### src/rtl/mips_fetch_unit.sv
// Instruction-fetch stage: holds the PC, fetches over a req/ack handshake, presents the
// instruction for one execute window, then advances the PC from Jump/Branch/zero.
module mips_fetch_unit #(
    parameter logic [31:0] RESET_PC = 32'h0000_0000
) (
    input  logic        clk,
    input  logic        rst,
    output logic        imem_req,
    output logic [31:0] imem_addr,
    input  logic        imem_ack,
    input  logic [31:0] imem_rdata,
    output logic [31:0] instr,
    output logic [5:0]  opcode,
    output logic [31:0] pc_out,
    output logic [31:0] pc_plus4,
    output logic        instr_valid,
    input  logic        Jump,
    input  logic        Branch,
    input  logic        zero,
    input  logic        stall,
    input  logic        halt,
    output logic [31:0] retired_count,
    output logic [1:0]  dbg_state
);

    // Handshake: imem_req rises in FETCH and holds imem_addr steady until the first
    // cycle with imem_ack=1, which transfers imem_rdata; ack outside FETCH is ignored.
    typedef enum logic [1:0] {
        S_IDLE   = 2'd0,
        S_FETCH  = 2'd1,
        S_EXEC   = 2'd2,
        S_HALTED = 2'd3
    } state_e;

    state_e      state_q, state_d;
    logic [31:0] pc_q, pc_d;
    logic [31:0] instr_q, instr_d;
    logic [31:0] retired_q, retired_d;
    logic        req_q, valid_q;
    logic [31:0] next_pc;
    logic [31:0] branch_off;

    assign pc_plus4   = pc_q + 32'd4;
    assign branch_off = {{14{instr_q[15]}}, instr_q[15:0], 2'b00};

    always_comb begin
        if (Jump) begin
            next_pc = {pc_plus4[31:28], instr_q[25:0], 2'b00};
        end else if (Branch && zero) begin
            next_pc = pc_plus4 + branch_off;
        end else begin
            next_pc = pc_plus4;
        end
    end

    // Jump/Branch/zero only reach pc_d in an unstalled EXEC cycle.
    always_comb begin
        state_d   = state_q;
        pc_d      = pc_q;
        instr_d   = instr_q;
        retired_d = retired_q;
        case (state_q)
            S_IDLE: state_d = S_FETCH;
            S_FETCH: begin
                if (imem_ack) begin
                    instr_d = imem_rdata;
                    state_d = S_EXEC;
                end
            end
            S_EXEC: begin
                if (!stall) begin
                    pc_d      = next_pc;
                    retired_d = retired_q + 32'd1;
                    state_d   = halt ? S_HALTED : S_FETCH;
                end
            end
            default: state_d = S_HALTED;
        endcase
    end

    always_ff @(posedge clk) begin
        if (rst) begin
            state_q   <= S_IDLE;
            pc_q      <= RESET_PC;
            instr_q   <= 32'd0;
            retired_q <= 32'd0;
            req_q     <= 1'b0;
            valid_q   <= 1'b0;
        end else begin
            state_q   <= state_d;
            pc_q      <= pc_d;
            instr_q   <= instr_d;
            retired_q <= retired_d;
            req_q     <= (state_d == S_FETCH);
            valid_q   <= (state_d == S_EXEC);
        end
    end

    assign imem_req      = req_q;
    assign imem_addr     = pc_q;
    assign instr         = instr_q;
    assign opcode        = instr_q[31:26];
    assign pc_out        = pc_q;
    assign instr_valid   = valid_q;
    assign retired_count = retired_q;
    assign dbg_state     = state_q;

endmodule

### config.mk
export PLATFORM = sky130hd
export DESIGN_NAME = mips_fetch_unit
export DESIGN_NICKNAME = d
export VERILOG_FILES = /design/src/rtl/mips_fetch_unit.sv
export SDC_FILE = /design/constraint.sdc
export NUM_CORES = 1
export LEC_CHECK = 0
export BUFFER_PORTS_ARGS = -buffer_cell sky130_fd_sc_hd__buf_4
export CORE_MARGIN = 3
export CORE_UTILIZATION = 55
export CTS_CLUSTER_SIZE = 12
export DETAILED_ROUTE_END_ITERATION = 7
export PLACE_DENSITY = 0.84
export SLEW_MARGIN = 10
export SYNTH_ARGS = -nofsm -noshare
export SYNTH_HDL_FRONTEND = slang
export SYNTH_SLANG_ARGS = --single-unit
### constraint.sdc
create_clock -name clk -period 12.3 [get_ports clk]
set_input_delay 1.23 -clock clk [delete_from_list [all_inputs] [get_ports clk]]
set_output_delay 1.23 -clock clk [all_outputs]
set_load 0.005 [all_outputs]
==> impl_metrics.tcl <==
set metrics [dict create \
    crit_slowest_cell "nor4_1" \
    holdWs_ns 0.472 \
    path_clk_slew_ns 0.07 \
    drtAntennaViolNets 0 \
    startpoint_type "flop" \
    switching_power_w 0.000194 \
    power_leakage_nw 3.77 \
    fmax_mhz 210 \
    io_pins 210 \
    post-dp-hpwl_mm 15.6 \
    finalPower_w 0.000732 \
    grt_usage 0.303 \
    status "finished, final reports clean" \
    mappedNetlistArea_um2 6670 \
    grt_pass1_wl_mm 32.6 \
    hold_viol 0 \
    clock_skew_ns 0.00467 \
    dr.pass1.iters 7 \
    power.internal_w 0.000538 \
    cts-root-buf "clkbuf_16" \
    drt-initial-drc-count 587 \
    p_seq_frac 0.461 \
    finalSetupViolCount 0 \
    overflow 0 \
    cts_resized 0 \
    grt_max_degree 85 \
    maxCapViolations 0 \
    crit_fanout 10 \
    required_ns 12.54 \
    design_area_um2 8280 \
    first_global_vias 6356 \
    peakVddDrop_mv 0.127 \
    synthFlopType "dfxtp_1" \
    syn_to_final_growth_pct 24.1 \
    worst-path-buf-inv 0 \
    instances_no_fill 1163 \
    yosysSeqAreaShare 0.294 \
    setup_tns_ns 0 \
    yosysWarnings 0 \
    yosys_register_bits 98 \
    drc 0 \
    post-route-period-util 0.387 \
    cts_inserted_buffers 9 \
    port_buffers 203 \
    hold_path.class "reg -> reg" \
    async_reset_ff_frac 0 \
    powerDensity_nw_per_um2 88.4 \
    htreeDepth 3 \
    r2r_cells 15 \
    antenna_cells 0 \
    swShare 0.265 \
    crit_chain "ha_1 -> and4_1 -> nand4_1 -> nor4_1 -> nand3_1 -> xnor2_1 -> ha_1 -> nand4_1 -> nor3_1 -> nand2_1 -> o2111ai_1 -> o32ai_1 -> a41o_1 -> mux2i_1 -> mux2_1" \
    cts_tree "built" \
    placed_cells_incl_taps 1147 \
    gp_congestion 0.970 \
    period_needed_ns 4.76 \
    clock-sinks 98 \
    final_max_slew_viol_count 0 \
    core_area_um2 11600 \
    wl_mm 21.2 \
    routedWlPerCell_um 18.2 \
    initial_utilization 0.575 \
    cp.depth 15 \
    rows 39 \
    insertion_delay_ns 0.35 \
    cts_setup_buffers 0 \
    tightestPinTransition_ns 1.10 \
    placed_cell_area_um2 7960 \
    die_h_um 116 \
    cpPeakStageDelay_ns 0.68 \
    synth-edff-count 0 \
    postCtsHoldBufs 0 \
    crit_family "simple AND/OR/NAND/NOR gates" \
    pwr-share-clk 0.413 \
    synth_cell_type_count 71 \
    crit_arrival_ns 5.00 \
    routed_via_density 5.97 \
    ctsLongestPathBuffers 2 \
    grt_antenna_before_repair 0 \
    crit_type "reg -> reg" \
    rsz0062_at_grt "false" \
    die_x_um 116 \
    cp-end-kind "flop" \
    maxSlewHeadroom 0.264 \
    vias 6945 \
    min_path_cells 2 \
    fin_nets 1093 \
    comb_power_share 0.127 \
    layout-drive-gt1-share 0.230 \
    syn_avg_cell_area_um2 7.64 \
    syn_inst 873 \
    die_area_um2 13500 \
]
-- stage by stage --
step,setup slack [ns],utilization
global route,7.23,0.713
CTS,7.67,0.713
detailed placement,7.69,0.686
floorplan,8.31,-
global placement,7.81,0.686
finish,7.54,0.713
-- power groups by stage --
| stage | sequential (W) | clock [W] | combinational [W] |
|---|---|---|---|
| 2_1_floorplan | 0.000341 | 0 | 0.0000537 |
| 3_3_place_gp | 0.000344 | 0 | 0.0000903 |
| 3_5_place_dp | 0.000344 | 0 | 0.0000911 |
| 4_1_cts | 0.000337 | 0.000306 | 0.0000917 |
| 5_1_grt | 0.000338 | 0.000320 | 0.000101 |
| 6_report | 0.000337 | 0.000302 | 0.0000926 |
-- final timing paths --
path | endpoint | slack (ns) | start
max | imem_addr[31]$_SDFFE_PP0P_ | 7.54 | imem_addr[2]$_SDFFE_PP0P_
min | instr[27]$_SDFFE_PP0P_ | 0.47 | instr[27]$_SDFFE_PP0P_
max reg2reg | imem_addr[31]$_SDFFE_PP0P_ | 7.54 | imem_addr[2]$_SDFFE_PP0P_
min reg2reg | instr[27]$_SDFFE_PP0P_ | 0.47 | instr[27]$_SDFFE_PP0P_
-- routing by layer --
| metal | share of wire | vias to the layer above | global-route usage | routed length (µm) |
|---|---|---|---|---|
| met1 | 0.43 | 3220 | 0.414 | 9180 |
| met4 | 0.024 | 0 | 0.0913 | 508 |
| met2 | 0.46 | 319 | 0.481 | 9670 |
| met3 | 0.087 | 38 | 0.0689 | 1860 |
| met5 | 0 | - | 0 | 0 |
| li1 | - | 3368 | - | - |
-- synthesized netlist by cell type (3+ instances only) --
cell,count,area share
a21o_1,14,0.016
a21oi_1,92,0.069
a221oi_1,7,0.0092
a22oi_1,3,0.0034
a31oi_1,11,0.010
and2_1,4,0.0037
and3_1,16,0.015
and4_1,10,0.013
buf_4,42,0.047
clkbuf_1,34,0.019
dfxtp_1,98,0.29
ha_1,37,0.069
inv_1,11,0.0062
mux2i_1,5,0.0075
nand2_1,141,0.079
nand2b_1,5,0.0047
nand3_1,30,0.022
nand4_1,16,0.015
nor2_1,77,0.043
nor2b_1,4,0.0037
nor3_1,11,0.0082
nor4_1,3,0.0028
o211ai_1,11,0.012
o21a_1,5,0.0056
o21ai_0,32,0.024
o21ai_1,3,0.0022
o21bai_1,3,0.0034
o221ai_1,6,0.0079
o22ai_1,4,0.0037
o32ai_1,6,0.0079
or3_1,11,0.010
xnor2_1,38,0.050
xor2_1,34,0.045
-- area by class of cell --
cell class                      instances  area, µm²
Clock inverter                          5       67.6
Fill cell                             963       3330
Sequential cell                        98       1960
Multi-Input combinational cell        687       4220
Clock buffer                           11        253
Inverter                               12       45.0
Timing Repair Buffer                  207       1550
Tap cell                              143        179
-- layout by cell type, fill, tap and decap left out, drive strengths merged, types with 14 or more instances in the layout --
master,netlist,final
buf,47,207
nand2,141,141
dfxtp,98,98
a21oi,92,92
nor2,77,77
xnor2,39,39
ha,37,37
o21ai,35,35
xor2,34,34
nand3,31,31
and3,17,17
nand4,16,16
a21o,14,14
inv,11,14
-- state kept, by name, summed over array words and instances, names as in the netlist --
register / count
instr: 32
retired_count: 32
imem_addr: 30
dbg_state: 2
imem_req: 1
instr_valid: 1
-- cell families after synthesis --
kind of cell    after synthesis  share of synthesized area
fa+ha+maj                    38                     0.0724
buf+inv                      93                     0.0774
compound gates              221                      0.207
xor+xnor                     73                     0.0969
flops                        98                      0.294
other cells                   1                   0.000562
mux                           7                     0.0109
simple gates                342                      0.241
-- tightest hold or removal path, cell delays in order, from the launching register on --
cell     delay (ns)
dfxtp_1        0.32
nand2_1        0.05
a21oi_1        0.05
Note: power is estimated with default switching activity, not from simulation.
